## config.mk

```make
export PLATFORM = sky130hd
export DESIGN_NAME = uart_tx
export DESIGN_NICKNAME = d
export VERILOG_FILES = /design/src/rtl/uart_pkg.sv /design/src/rtl/uart_baud_tick.sv /design/src/rtl/uart_tx.sv
export SDC_FILE = /design/constraint.sdc
export NUM_CORES = 1
export LEC_CHECK = 0
export BUFFER_PORTS_ARGS = -buffer_cell sky130_fd_sc_hd__buf_2
export CAP_MARGIN = 20
export CORE_MARGIN = 2
export CORE_UTILIZATION = 49
export CTS_CLUSTER_DIAMETER = 30
export DETAILED_ROUTE_END_ITERATION = 16
export PLACE_DENSITY_LB_ADDON = 0.15
export REMOVE_ABC_BUFFERS = 1
export SYNTH_ARGS = -nofsm -noshare
export SYNTH_HDL_FRONTEND = slang
export SYNTH_HIERARCHICAL = 1
export SYNTH_SLANG_ARGS = --single-unit
```

## constraint.sdc

```tcl
create_clock -name clock -period 2.65 [get_ports clock]
set_input_delay 0.265 -clock clock [delete_from_list [all_inputs] [get_ports clock]]
set_output_delay 0.265 -clock clock [all_outputs]
set_load 0.005 [all_outputs]
```

## src/rtl/uart_pkg.sv

```systemverilog
// uart_pkg: shared state encoding, default parameters and the baud divisor
// helper for the UART transmit channel.
package uart_pkg;

    localparam int DEF_BYTESIZES   = 8;
    localparam int DEF_BAUDRATE    = 115200;
    localparam int DEF_CLOCK_INPUT = 50_000_000;
    localparam int STATE_W         = 3;

    typedef enum logic [STATE_W-1:0] {
        IDLE    = 3'd0,
        START   = 3'd1,
        T_DATA  = 3'd2,
        PARITY  = 3'd3,
        STOPBIT = 3'd4
    } uart_tx_state_t;

    // Clocks per serial bit; integer division, remainder dropped.
    function automatic int calc_divisor(input int clock_hz, input int baud);
        return clock_hz / baud;
    endfunction

endpackage

```

## src/rtl/uart_baud_tick.sv

```systemverilog
// uart_baud_tick: bit-period divider. Counts 0..DIVISOR-1 while run is high
// and flags the last count of each bit; held at zero whenever run is low.
module uart_baud_tick #(
    parameter int DIVISOR = 2
) (
    input  logic clock,
    input  logic reset,
    input  logic run,
    output logic tick
);

    localparam int            CW   = (DIVISOR > 1) ? $clog2(DIVISOR) : 1;
    localparam logic [CW-1:0] LAST = CW'(DIVISOR - 1);

    logic [CW-1:0] cnt_q;
    logic [CW-1:0] cnt_d;

    // Next count: clear when stopped, wrap after the last count of a bit.
    always_comb begin
        cnt_d = cnt_q;
        if (!run) begin
            cnt_d = '0;
        end else if (cnt_q == LAST) begin
            cnt_d = '0;
        end else begin
            cnt_d = cnt_q + CW'(1);
        end
    end

    // Counter register with asynchronous clear.
    // NOTE: state registers use non-blocking assignments so every flop samples
    // pre-edge values regardless of block ordering.
    always_ff @(posedge clock or posedge reset) begin
        if (reset) begin
            cnt_q <= '0;
        end else begin
            cnt_q <= cnt_d;
        end
    end

    assign tick = run && (cnt_q == LAST);

endmodule

```

## src/rtl/uart_tx.sv

```systemverilog
// uart_tx: serial transmit channel. Accepts a word over valid/ready and sends
// start bit, data LSB first, optional even parity, and one stop bit.
// Build option: define UART_TX_PARITY_EN to insert the even-parity bit.
module uart_tx
    import uart_pkg::*;
#(
    parameter int BYTESIZES   = DEF_BYTESIZES,
    parameter int BAUDRATE    = DEF_BAUDRATE,
    parameter int CLOCK_INPUT = DEF_CLOCK_INPUT
) (
    input  logic                 clock,
    input  logic                 reset,
    input  logic                 valid_tx_in,
    input  logic [BYTESIZES-1:0] data_tx_in,
    output logic                 ready_tx_out,
    output logic                 sdata_tx_out,
    output logic                 done_tx_out
);

    localparam int            DIVISOR  = calc_divisor(CLOCK_INPUT, BAUDRATE);
    localparam int            IW       = $clog2(BYTESIZES + 1);
    localparam logic [IW-1:0] LAST_IDX = IW'(BYTESIZES - 1);

    if (DIVISOR < 2) begin : g_divisor_check
        $error("uart_tx: CLOCK_INPUT / BAUDRATE must be at least 2");
    end

    uart_tx_state_t       state_q, state_d;
    logic [BYTESIZES-1:0] shift_q, shift_d;
    logic [IW-1:0]        idx_q,   idx_d;
    logic                 sdata_q, sdata_d;
    logic                 ready_q, ready_d;
    logic                 done_q,  done_d;
    logic                 tick;
`ifdef UART_TX_PARITY_EN
    logic                 par_q,   par_d;
`endif

    uart_baud_tick #(
        .DIVISOR (DIVISOR)
    ) u_baud_tick (
        .clock (clock),
        .reset (reset),
        .run   (state_q != IDLE),
        .tick  (tick)
    );

    // Frame sequencing; the line value for the next bit is computed here so
    // sdata_tx_out comes straight from a flop.
    // NOTE: every variable gets a default before the case, so no path leaves
    // one unassigned and no latch is inferred.
    always_comb begin
        state_d = state_q;
        shift_d = shift_q;
        idx_d   = idx_q;
        sdata_d = sdata_q;
        ready_d = ready_q;
        done_d  = 1'b0;
`ifdef UART_TX_PARITY_EN
        par_d   = par_q;
`endif
        case (state_q)
            IDLE: begin
                if (valid_tx_in && ready_q) begin
                    state_d = START;
                    shift_d = data_tx_in;
                    idx_d   = '0;
                    sdata_d = 1'b0;
                    ready_d = 1'b0;
`ifdef UART_TX_PARITY_EN
                    par_d   = ^data_tx_in;
`endif
                end
            end
            START: begin
                if (tick) begin
                    state_d = T_DATA;
                    idx_d   = '0;
                    sdata_d = shift_q[0];
                end
            end
            T_DATA: begin
                if (tick) begin
                    shift_d = shift_q >> 1;
                    idx_d   = idx_q + IW'(1);
                    if (idx_q == LAST_IDX) begin
`ifdef UART_TX_PARITY_EN
                        state_d = PARITY;
                        sdata_d = par_q;
`else
                        state_d = STOPBIT;
                        sdata_d = 1'b1;
`endif
                    end else begin
                        sdata_d = shift_d[0];
                    end
                end
            end
`ifdef UART_TX_PARITY_EN
            PARITY: begin
                if (tick) begin
                    state_d = STOPBIT;
                    sdata_d = 1'b1;
                end
            end
`endif
            STOPBIT: begin
                if (tick) begin
                    state_d = IDLE;
                    sdata_d = 1'b1;
                    ready_d = 1'b1;
                    done_d  = 1'b1;
                end
            end
            default: begin
                state_d = IDLE;
                sdata_d = 1'b1;
                ready_d = 1'b1;
            end
        endcase
    end

    // State, datapath and output registers; reset aborts any frame in flight.
    always_ff @(posedge clock or posedge reset) begin
        if (reset) begin
            state_q <= IDLE;
            shift_q <= '0;
            idx_q   <= '0;
            sdata_q <= 1'b1;
            ready_q <= 1'b1;
            done_q  <= 1'b0;
`ifdef UART_TX_PARITY_EN
            par_q   <= 1'b0;
`endif
        end else begin
            state_q <= state_d;
            shift_q <= shift_d;
            idx_q   <= idx_d;
            sdata_q <= sdata_d;
            ready_q <= ready_d;
            done_q  <= done_d;
`ifdef UART_TX_PARITY_EN
            par_q   <= par_d;
`endif
        end
    end

    assign sdata_tx_out = sdata_q;
    assign ready_tx_out = ready_q;
    assign done_tx_out  = done_q;

endmodule

```

# ---- Yosys cells after proc, flatten, opt, wreduce, memory -nomap -nowiden
# Index checks and enable logic that the tools add are counted.
dict set report word_totals {
  ff_bits 27
  in_bits 11
  output_inout_bits 3
  word_cells 56
}
dict set report classes {
  add_sub_neg 2
  n_eq_ne 10
  muxes 24
  n_bitwise 1
  n_reduce_logical 12
}
# operator n
set ops {}
lappend ops {{$mux 9} 2}
lappend ops {{$mux 8} 2}
lappend ops {{$pmux 8 s2} 1}
lappend ops {{$mux 3} 5}
lappend ops {{$mux 4} 3}
lappend ops {{$pmux 3 s4} 1}
lappend ops {{$pmux 4 s3} 1}
lappend ops {{$ne 2x2->1 const B} 5}
lappend ops {{$add 9x1->9 const B} 1}
lappend ops {{$eq 9x9->1 const B} 1}
lappend ops {{$reduce_and 4->1} 2}
lappend ops {{$mux 1} 7}
lappend ops {{$reduce_and 3->1} 2}
lappend ops {{$reduce_bool 3->1} 2}
lappend ops {{$reduce_and 5->1} 1}
lappend ops {{$add 4x1->4 const B} 1}
lappend ops {{$eq 4x3->1 const B} 1}
lappend ops {{$pmux 1 s4} 1}
lappend ops {{$eq 3x1->1 const B} 1}
lappend ops {{$eq 3x2->1 const B} 1}
lappend ops {{$eq 3x3->1 const B} 1}
lappend ops {{$logic_not 3->1} 1}
lappend ops {{$pmux 1 s3} 1}
lappend ops {{$logic_and 1x1->1} 2}
lappend ops {{3 further kinds} 3}

# ---- Depth between registers and ports, before layout
# Gate-level depths: netlist of run 1.
dict set report logic_depth {
  depth_word 4
  mapped_depth 11
  ltp_nobuf 8
}

# ---- Cells and area by module
# Netlist of run 1, hierarchy kept.
# module instances cells_each area_each_um2 seq_area_each_um2
set by_module_without_submodules {}
lappend by_module_without_submodules {uart_tx 1 111 982.2 452.9}
lappend by_module_without_submodules {uart_baud_tick 1 51 513.0 225.2}

# ---- Worst setup path after synthesis of run 1
# Ideal clock, no wire load.
dict set report synth_timing {
  kind {flip-flop to flip-flop}
  startpoint {register state_q[2]}
  endpoint {register state_q[2]}
  setup_ps 128
  arrival_time_ps 2298
  t_required_ps 2522
  path_slack_ps 224
  path_stages_with_launch 12
  n_path_buf 3
  cell_sequence {dfrtp_1 buf_6 clkbuf_1 nor3_1 inv_1 inv_1 nor4_1 buf_2 nand2_1 a31oi_1 o22ai_2 mux2_1}
}
dict set report synth_via {
  elab_chain_cells 4
  elab_cells_between_ends 13
}
# item line
set synth_rtl {}
lappend synth_rtl {{start, declared} uart_tx.sv:28} ;# uart_tx_state_t state_q, state_d;
lappend synth_rtl {{start signal, assigned} uart_tx.sv:136} ;# state_q <= state_d;
lappend synth_rtl {{$reduce_bool 3->1 *} uart_tx.sv:44} ;# .run (state_q != IDLE),
lappend synth_rtl {{$logic_and 1x1->1 *} uart_baud_tick.sv:41} ;# assign tick = run && (cnt_q == LAST);
lappend synth_rtl {{via tick} uart_tx.sv:34} ;# logic tick;
lappend synth_rtl {{$ne 2x2->1 (no line)} n/a}
lappend synth_rtl {{$reduce_and 5->1 (no line) *} n/a}
# The timed path passes the listed nets; every way through them passes the cells marked *.
# A chain may end at the register's enable or synchronous reset.

# ---- Final worst setup path of run 1
dict set report layout_timing {
  startpoint {register u_baud_tick.cnt_q[1]}
  endpoint {register state_q[2]}
}
dict set report layout_via {
  elab_chain_cells 4
  elab_cells_between_ends 6
}
# item line
set layout_rtl {}
lappend layout_rtl {{start, declared} uart_baud_tick.sv:15} ;# logic [CW-1:0] cnt_q;
lappend layout_rtl {{start signal, assigned} uart_baud_tick.sv:37} ;# cnt_q <= cnt_d;
lappend layout_rtl {{$eq 9x9->1 *} uart_baud_tick.sv:41}
lappend layout_rtl {{$logic_and 1x1->1 *} uart_baud_tick.sv:41}
lappend layout_rtl {{via tick} uart_tx.sv:34}
lappend layout_rtl {{$ne 2x2->1 (no line)} n/a}
lappend layout_rtl {{$reduce_and 5->1 (no line) *} n/a}
# Marks and branches as above.

==> results of run 1 <==
## worst paths after layout
kind / endpoint / slack [ps] / startpoint / cells past startpoint
worst max-delay path: state_q[2] / 270 / u_baud_tick/cnt_q[1] / 9
worst min-delay path: shift_q[7] / 170 / data_tx_in[7] / 3
worst max register to register: state_q[2] / 270 / u_baud_tick/cnt_q[1] / 9
worst min register to register: shift_q[7] / 520 / shift_q[7] / 2
max in group asynchronous: idx_q[3] / 1640 / reset / 3
min in group asynchronous: u_baud_tick/cnt_q[0] / 430 / reset / 3
## cell type report
cell class	instances	area (µm²)
well taps	33	41.3
fillers	286	1360
inverters	10	37.5
flip-flops and latches	27	678
repair buffers	19	113
clock inverters	1	5.00
multi-input cells	117	721
clock buffers	3	22.5
## power groups by stage
stage                     Sequential (W)  Combinational (W)  Clock, W
after floorplan                 0.000420         0.00000881         0
after global placement          0.000420          0.0000187         0
after detailed placement        0.000420          0.0000198         0
after CTS                       0.000412          0.0000210  0.000186
after global routing            0.000412          0.0000236  0.000199
final                           0.000412          0.0000201  0.000176
## placed cells by master, fill, tap and decap left out, types with 2 or more instances in the layout
master / instances
nor3_1: 4
or3b_1: 2
mux2_1: 2
clkbuf_4: 3
nor2_1: 17
nand2b_1: 4
a211oi_1: 2
a21oi_1: 4
buf_2: 13
nand2_1: 24
ha_1: 3
inv_1: 10
or3_1: 2
xor2_1: 2
o21ai_0: 7
nand3b_1: 6
nand3_1: 6
buf_4: 5
dfstp_2: 2
a31oi_1: 12
dfrtp_1: 25
## stage by stage
step | util | worst slack, ps | total power (W)
3_5_place_dp | 0.531 | 284 | 0.000440
5_1_grt | 0.543 | 79.5 | 0.000635
6_report | 0.543 | 273 | 0.000609
4_1_cts | 0.543 | 251 | 0.000619
2_1_floorplan | - | -366 | 0.000429
3_3_place_gp | 0.531 | 354 | 0.000439
## worst reg2reg max path, cell delays in order (launching register included)
cell	delay, ps
dfrtp_1	440
inv_1	70
ha_1	150
or3b_4	410
nor4_1	240
buf_4	230
nand2_1	90
a31oi_1	200
o22ai_2	120
mux2_1	320
## logic make-up (layout without fill, tap and decap cells)
| logic type | after synthesis | after routing |
|---|---|---|
| muxes | 2 | 2 |
| xor gates and xnor gates | 3 | 3 |
| adders and majority gates | 3 | 3 |
| DFF | 27 | 27 |
| AOI/OAI and AO/OA | 34 | 34 |
| and+or+nand+nor | 75 | 75 |
| buffers and inverters | 18 | 33 |
## state kept, by name, summed over array words and instances (netlist names)
signal	cells
sdata_tx_out	1
done_tx_out	1
state_q	3
ready_tx_out	1
u_baud_tick/cnt_q	9
idx_q	4
shift_q	8
## routing by layer
| layer | vias up | part of all wire | global-route usage |
|---|---|---|---|
| li1 | 606 | - | - |
| met1 | 616 | 0.45 | 0.209 |
| met2 | 13 | 0.51 | 0.333 |
| met3 | 7 | 0.018 | 0.0306 |
| met4 | 0 | 0.024 | 0.0877 |
| met5 | - | 0 | 0 |
## timing repair
| item | CTS | global route |
|---|---|---|
| hold endpoints to repair | 9 | 0 |
| hold buffers | 1 | 0 |
| endpoints found under the setup margin | 0 | 0 |
==> reports/results.ini, run 1 <==
[run_status]
outcome=finished clean

[logic_synthesis]
synth_area_um2=1500
ys_seq_area_frac=0.454
synth_top_area_share=0.418
yosysMostFrequentCell=dfrtp_1
synthMuxAreaShare=0.0151
synth_top_flop_cell=dfrtp_1
synthAdderAreaFrac=0.0251
syn_inst=162
yosys.area_share.simple=0.262
synth_top_family_by_area=simple AND/OR/NAND/NOR gates
async_flop_share=1.00
yosysTopAreaCell=dfrtp_1
ys_warn_count=6
synth.area.top_cells=dfrtp_1 42%, nand2_1 6.0%, a31oi_1 5.0%, nor2_1 4.3%, dfstp_2 3.5%
synth-compound-area-share=0.162
synth_seq_cells=27
synthTopCellsByCount=25 x dfrtp_1, 24 x nand2_1, 17 x nor2_1
synth_edf_count=0
synthDistinctLibCells=43
synth_xor_area_frac=0.0176
synth.avg_cell_area_um2=9.23

[setup_path]
critPathBufInv=2
cp_max_fo=12
start_kind=flip-flop
crit_path_end_kind=flip-flop
crit_type=reg2reg
crit_required_ps=2870
crit_family=simple AND/OR/NAND/NOR gates
cp_cell_sequence=inv_1, ha_1, or3b_4, nor4_1, buf_4, nand2_1, a31oi_1, o22ai_2, mux2_1
cp_slowest_stage_delay_ps=440
slowest_stage=dfrtp_1
arrival_ps=2600

[die]
std_cell_rows=20
die_area_um2=3510
io_pins=14
initial_core_util=0.502
die_h_um=59.2
die_x_um=59.2
coreArea_um2=2980

[clocking]
postCtsSetupBuffers=0
clk_latency_ps=330
root_buffer=clkbuf_4
clkTransAtPathRegs_ps=140
post_cts_resize_count=0
cts_tree=yes
clock_path_buffers=2
cts_buffers=3
htree_levels=1
cts.sinks=27

[power]
switching_share=0.217
p_switching_w=0.000132
ir_worst_vdd_uv=289
clkPwrFrac=0.289
combPwrFrac=0.033
p_leak_nw=0.660
seqPwrFrac=0.677
p_int_w=0.000476
powerDensity_nw_per_um2=376

[grt]
grt_use_total=0.185
grt_pass1_vias=1202
grt_max_degree=19
grt_overflow=0
antenna_found_initial=0
grt_pass1_wl_mm=4.98

[sta]
min_period_over_period=0.897
fin_worst_skew_ps=7.05
setup_viol=0
timing.final.hold_violations=0
hold-worst-slack_ps=170
final_max_slew_viol_count=0
fmax_ghz=0.421
fin_crit_ps=2380
setup_tns_ps=0
rsz0062_at_grt=no
relSlewSlack=0.539
worst_slew_pin_slew_ps=690

[detailed_routing]
wl_mm=2.89
ant_nets=0
vias=1242
wire_per_inst_um=13.8
drt_iter0_drc=57
vias_per_cell=5.91
dr.pass1.iters=4
drc=0

[worst_hold_path]
min_path_type=in2reg

[place]
placed_cell_area_um2=1580
io_buffers=13
hpwl_mm=2.16
gp_congestion=0.843
place_inst=205

[layout]
nets=192
stdcell_area_um2=1620
drive_above_1_share=0.169
stdcell_count=210
num_antenna_cells=0
area_growth_pct=8.20

[run]
drv_cap=0

(Power assumes the default switching activity.)
==> run 2: changes to the inputs <==
--- a/config.mk
+++ b/config.mk
@@ -5,6 +5,7 @@
 export SDC_FILE = /design/constraint.sdc
 export NUM_CORES = 1
 export LEC_CHECK = 0
+export ABC_AREA = 1
 export BUFFER_PORTS_ARGS = -buffer_cell sky130_fd_sc_hd__buf_2
 export CAP_MARGIN = 20
 export CORE_MARGIN = 2
==> reports/results.ini, run 2 <==
[power]
p_leak_nw=0.869
p_int_w=0.000809
powerDensity_nw_per_um2=893
clkPwrFrac=0.120
combPwrFrac=0.448
ir_worst_vdd_uv=334
seqPwrFrac=0.432
switching_share=0.442
p_switching_w=0.000640
power.total_w=0.00145

[setup_path]
cp_cell_sequence=inv_1, ha_1, nand2_1, nor2_1, nand2_4, nor2_1, inv_2, nand3_1, nand2_1, inv_2, nand3_1, nand2_1, nand2_1
start_kind=flip-flop
cp_slowest_stage_delay_ps=430
crit_required_ps=2870
reg2regPathDepth=13
rr_endpoint=state_q[1]
crit_path_frequent_cell=nand2_1
r2r_start=u_baud_tick/cnt_q[1]
r2r_setup_slack_ps=680
crit_path_end_kind=flip-flop
cp_max_fo=5
slowest_stage=dfrtp_1
crit_type=reg2reg
arrival_ps=2190

[place]
hpwl_mm=2.23
place_inst=237
placed_cell_area_um2=1590
io_buffers=13
gp_congestion=0.893

[worst_hold_path]
min-delay-start=data_tx_in[7]
hold_depth=3
min_path_type=in2reg
whs_endpoint=shift_q[7]

[detailed_routing]
vias=1251
drt_iter0_drc=62
dr.pass1.iters=6
wire_per_inst_um=11.8
vias_per_cell=5.17
drc=0
ant_nets=0
wl_mm=2.85

[clocking]
clk_latency_ps=320
post_cts_resize_count=0
cts_buffers=3
cts.sinks=27
htree_levels=1
clock_path_buffers=2
root_buffer=clkbuf_4
clkTransAtPathRegs_ps=140
cts_tree=yes

[die]
io_pins=14
die_x_um=59.3
die_area_um2=3520
std_cell_rows=20
initial_core_util=0.503
die_h_um=59.3
coreArea_um2=2980

[logic_synthesis]
synth-compound-area-share=0.0376
synth.area.top_cells=dfrtp_1 42%, nand2_1 17%, nand3_1 6.3%, nor2_1 4.0%, dfstp_2 3.5%
synth_edf_count=0
synth_top_family_by_area=simple AND/OR/NAND/NOR gates
syn_inst=193
synthTopCellsByCount=68 x nand2_1, 25 x dfrtp_1, 19 x nand3_1
synthAdderAreaFrac=0.0250
ys_seq_area_frac=0.452
synth_top_flop_cell=dfrtp_1
synth.avg_cell_area_um2=7.77
ys_warn_count=6
synth_top_area_share=0.417
synth_xor_area_frac=0.0175
synth_area_um2=1500
async_flop_share=1.00
yosysMostFrequentCell=nand2_1
yosys.area_share.simple=0.410
yosysTopAreaCell=dfrtp_1
synth_seq_cells=27
synthDistinctLibCells=25
synthMuxAreaShare=0

[sta]
final_max_slew_viol_count=0
setup_tns_ps=0
timing.final.hold_violations=0
relSlewSlack=0.536
worst_slew_pin_slew_ps=696
fmax_ghz=0.508
min_period_over_period=0.744
rsz0062_at_grt=no
setup_viol=0
fin_worst_skew_ps=7.69
fin_crit_ps=1970

[layout]
final_util=0.545
largest_register_ffs=9
layout_commonest_cell=nand2_1
final_cell_mix=68 x nand2_1, 25 x dfrtp_1, 19 x nand3_1
top_regs=u_baud_tick/cnt_q (9), shift_q (8), idx_q (4)
drive_above_1_share=0.215
num_antenna_cells=0
stdcell_count=242
max_flop_register=u_baud_tick/cnt_q
nets=224
area_growth_pct=8.26
stdcell_area_um2=1620

[grt]
grt_pass1_vias=1204
grt_overflow=0
grt_pass1_wl_mm=5.13
antenna_found_initial=0
grt_use_total=0.192
grt_max_degree=19

[run]
drv_cap=0

[run_status]
outcome=finished clean

[run 2: worst max-delay path by stage]
stage / start / to / slack [ps] / cells past startpoint
floorplan: u_baud_tick/cnt_q[1] / state_q[1] / 930 / 13
global placement: u_baud_tick/cnt_q[0] / state_q[1] / 790 / 12
detailed placement: u_baud_tick/cnt_q[1] / state_q[1] / 700 / 13
CTS: u_baud_tick/cnt_q[1] / state_q[1] / 680 / 13
global route: u_baud_tick/cnt_q[1] / state_q[1] / 410 / 13
finish: u_baud_tick/cnt_q[1] / state_q[1] / 680 / 13
[run 2: final cells by class]
cell class	count	area [µm²]
Timing Repair Buffer	14	75.1
Fill cell	305	1360
Multi-Input combinational cell	146	734
Clock buffer	4	26.3
Sequential cell	27	678
Inverter	18	67.6
Tap cell	33	41.3
[run 2: worst max-delay path, delay by kind of cell, from the launching register on]
family,cells,cell delay [ps]
adders and majority gates,1,140
buffers and inverters,3,300
DFF,1,430
and+or+nand+nor,9,1010
[run 2: routing by layer]
layer / share of wire / wire (µm) / GRT usage / up-vias
li1: - / - / - / 641
met1: 0.43 / 1240 / 0.245 / 587
met2: 0.52 / 1490 / 0.333 / 19
met3: 0.033 / 94 / 0.0218 / 4
met4: 0.013 / 36 / 0.0682 / 0
met5: 0 / 0 / 0 / -
[run 2: kinds of logic after synthesis]
kind of cell | after synthesis
flip-flops | 27
AO/OA/AOI/OAI | 10
buffers and inverters | 20
AND/OR/NAND/NOR | 130
adder cells (fa/ha/maj) | 3
XOR/XNOR | 3
[run 2: power groups by stage]
stage	clock network [W]	logic, W	registers, W
after global routing	0.000196	0.000750	0.000649
after floorplan	0	0.000519	0.000614
after global placement	0	0.000631	0.000631
after CTS	0.000181	0.000653	0.000627
final	0.000174	0.000649	0.000626
after detailed placement	0	0.000647	0.000635
[run 2: what timing repair did]
item / CTS / global route
setup buffers: 0 / 0
endpoints found under the setup margin: 0 / 0
hold endpoints to repair: 9 / 0
hold buffers: 1 / 0
[run 2: per-stage QoR]
| stage | setup WS, ps | hold WS, ps |
|---|---|---|
| after floorplan | 926 | 92.9 |
| after global routing | 409 | 171 |
| after global placement | 793 | 250 |
| after detailed placement | 696 | 254 |
| after CTS | 682 | 161 |
| final | 680 | 155 |
==> run 3: changes to the inputs <==
==> constraint.sdc (replaced) <==
create_clock -name clock -period 1.9 [get_ports clock]
set_input_delay 0.19 -clock clock [delete_from_list [all_inputs] [get_ports clock]]
set_output_delay 0.19 -clock clock [all_outputs]
set_load 0.005 [all_outputs]
==> reports/results.ini, run 3 (same netlist as run 2, synthesis figures left out) <==
[grt]
antenna_found_initial=0
grt_overflow=0
grt_use_total=0.187
grt_max_degree=19
grt_pass1_wl_mm=5.01
grt_pass1_vias=1189

[sta]
hold-worst-slack_ps=59.6
worst_slew_pin_slew_ps=714
fmax_ghz=0.576
setup_viol=0
fin_crit_ps=1740
rsz0062_at_grt=no
setup_tns_ps=0
min_period_over_period=0.914
relSlewSlack=0.524
fin_worst_skew_ps=10.5
final_max_slew_viol_count=0
timing.final.hold_violations=0

[clocking]
clock_path_buffers=2
clkTransAtPathRegs_ps=150
cts_buffers=3
cts_tree=yes
htree_levels=1
clk_latency_ps=320
root_buffer=clkbuf_4
cts.sinks=27

[setup_path]
slowest_stage=dfrtp_1
arrival_ps=1970
crit_path_end_kind=flip-flop
crit_required_ps=2140
cp_cell_sequence=inv_1, ha_1, nand2_1, nor2_2, nand2_4, nor2_2, inv_2, nand3_1, nand2_1, inv_2, nand3_1, nand2_1, nand2_1
cp_slowest_stage_delay_ps=430
crit_path_frequent_cell=nand2_1
start_kind=flip-flop
crit_type=reg2reg
cp_max_fo=5

[detailed_routing]
drc=0
wire_per_inst_um=12.1
vias_per_cell=5.19
wl_mm=2.95
ant_nets=0
drt_iter0_drc=67
dr.pass1.iters=4
vias=1271

[place]
hpwl_mm=2.25
io_buffers=13
gp_congestion=0.891

[die]
die_area_um2=3520
coreArea_um2=2980
die_h_um=59.3
die_x_um=59.3
std_cell_rows=20
initial_core_util=0.503
io_pins=14

[power]
p_leak_nw=0.885
power.total_w=0.00206
ir_worst_vdd_uv=481
powerDensity_nw_per_um2=1240

[layout]
num_antenna_cells=0
top_regs=u_baud_tick/cnt_q (9), shift_q (8), idx_q (4)
drive_above_1_share=0.250
layout_commonest_cell=nand2_1
nets=227
largest_register_ffs=9
fillCellCount=278
final_cell_mix=67 x nand2_1, 24 x dfrtp_1, 19 x nand3_1
area_growth_pct=10.4
max_flop_register=u_baud_tick/cnt_q

[run]
drv_cap=0

[run_status]
outcome=finished clean

[worst_hold_path]
min_path_type=in2reg

[run 3: changes by cell type in the layout (fill, tap and decap cells not counted), sizes merged]
cell | previous run | this run
buf | 13 | 16
clkinv | 0 | 1
clkbuf | 4 | 3
[run 3: repair_timing]
action | CTS | global route
resized for setup | 0 | 4
hold endpoints to repair | 25 | 0
hold buffers | 1 | 0
setup endpoints to repair | 0 | 13
setup buffers | 0 | 0
[run 3: per-stage QoR]
step / area (µm²) / cells / util / worst slack, ps
global placement: 1610 / 240 / 0.540 / 187
floorplan: 1480 / 191 / - / 176
detailed placement: 1610 / 240 / 0.540 / 141
global route: 1660 / 245 / 0.556 / 27.4
CTS: 1650 / 245 / 0.553 / 103
finish: 1660 / 245 / 0.556 / 164
[run 3: routing by layer]
| metal | wire length, µm | share of wire | global-route usage | vias to the layer above |
|---|---|---|---|---|
| li1 | - | - | - | 653 |
| met1 | 1320 | 0.45 | 0.236 | 587 |
| met2 | 1510 | 0.51 | 0.319 | 27 |
| met3 | 96 | 0.032 | 0.0218 | 4 |
| met4 | 34 | 0.012 | 0.0812 | 0 |
| met5 | 0 | 0 | 0 | - |
[run 3: report_power, final]
group	switching (W)	internal [W]
sequential	0.000138	0.000739
combinational	0.000602	0.000332
clock	0.000166	0.0000788
[run 3: cell type report]
type / count / area, µm² / share of cell area
clock inverters: 1 / 5.00 / 0.00302
inverters: 18 / 67.6 / 0.0408
clock buffers: 3 / 22.5 / 0.0136
multi-input cells: 146 / 742 / 0.448
flip-flops and latches: 27 / 679 / 0.410
repair buffers: 17 / 97.6 / 0.0590
well taps: 33 / 41.3 / 0.0249
[run 3: worst paths after layout]
path / startpoint / to / slack, ps / cells past startpoint
max in group asynchronous: reset / shift_q[1] / 920 / 3
worst min-delay path: data_tx_in[7] / shift_q[7] / 60 / 3
worst max-delay path: u_baud_tick/cnt_q[1] / state_q[1] / 160 / 13
min in group asynchronous: reset / u_baud_tick/cnt_q[8] / 360 / 3
worst min register to register: sdata_tx_out / sdata_tx_out / 480 / 2
worst max register to register: u_baud_tick/cnt_q[1] / state_q[1] / 160 / 13
[run 3: worst max-delay path, delay by kind of cell (launching register included)]
family,cells,cell delay (ps)
adders and majority gates,1,140
buffers and inverters,3,250
DFF,1,430
and+or+nand+nor,9,830
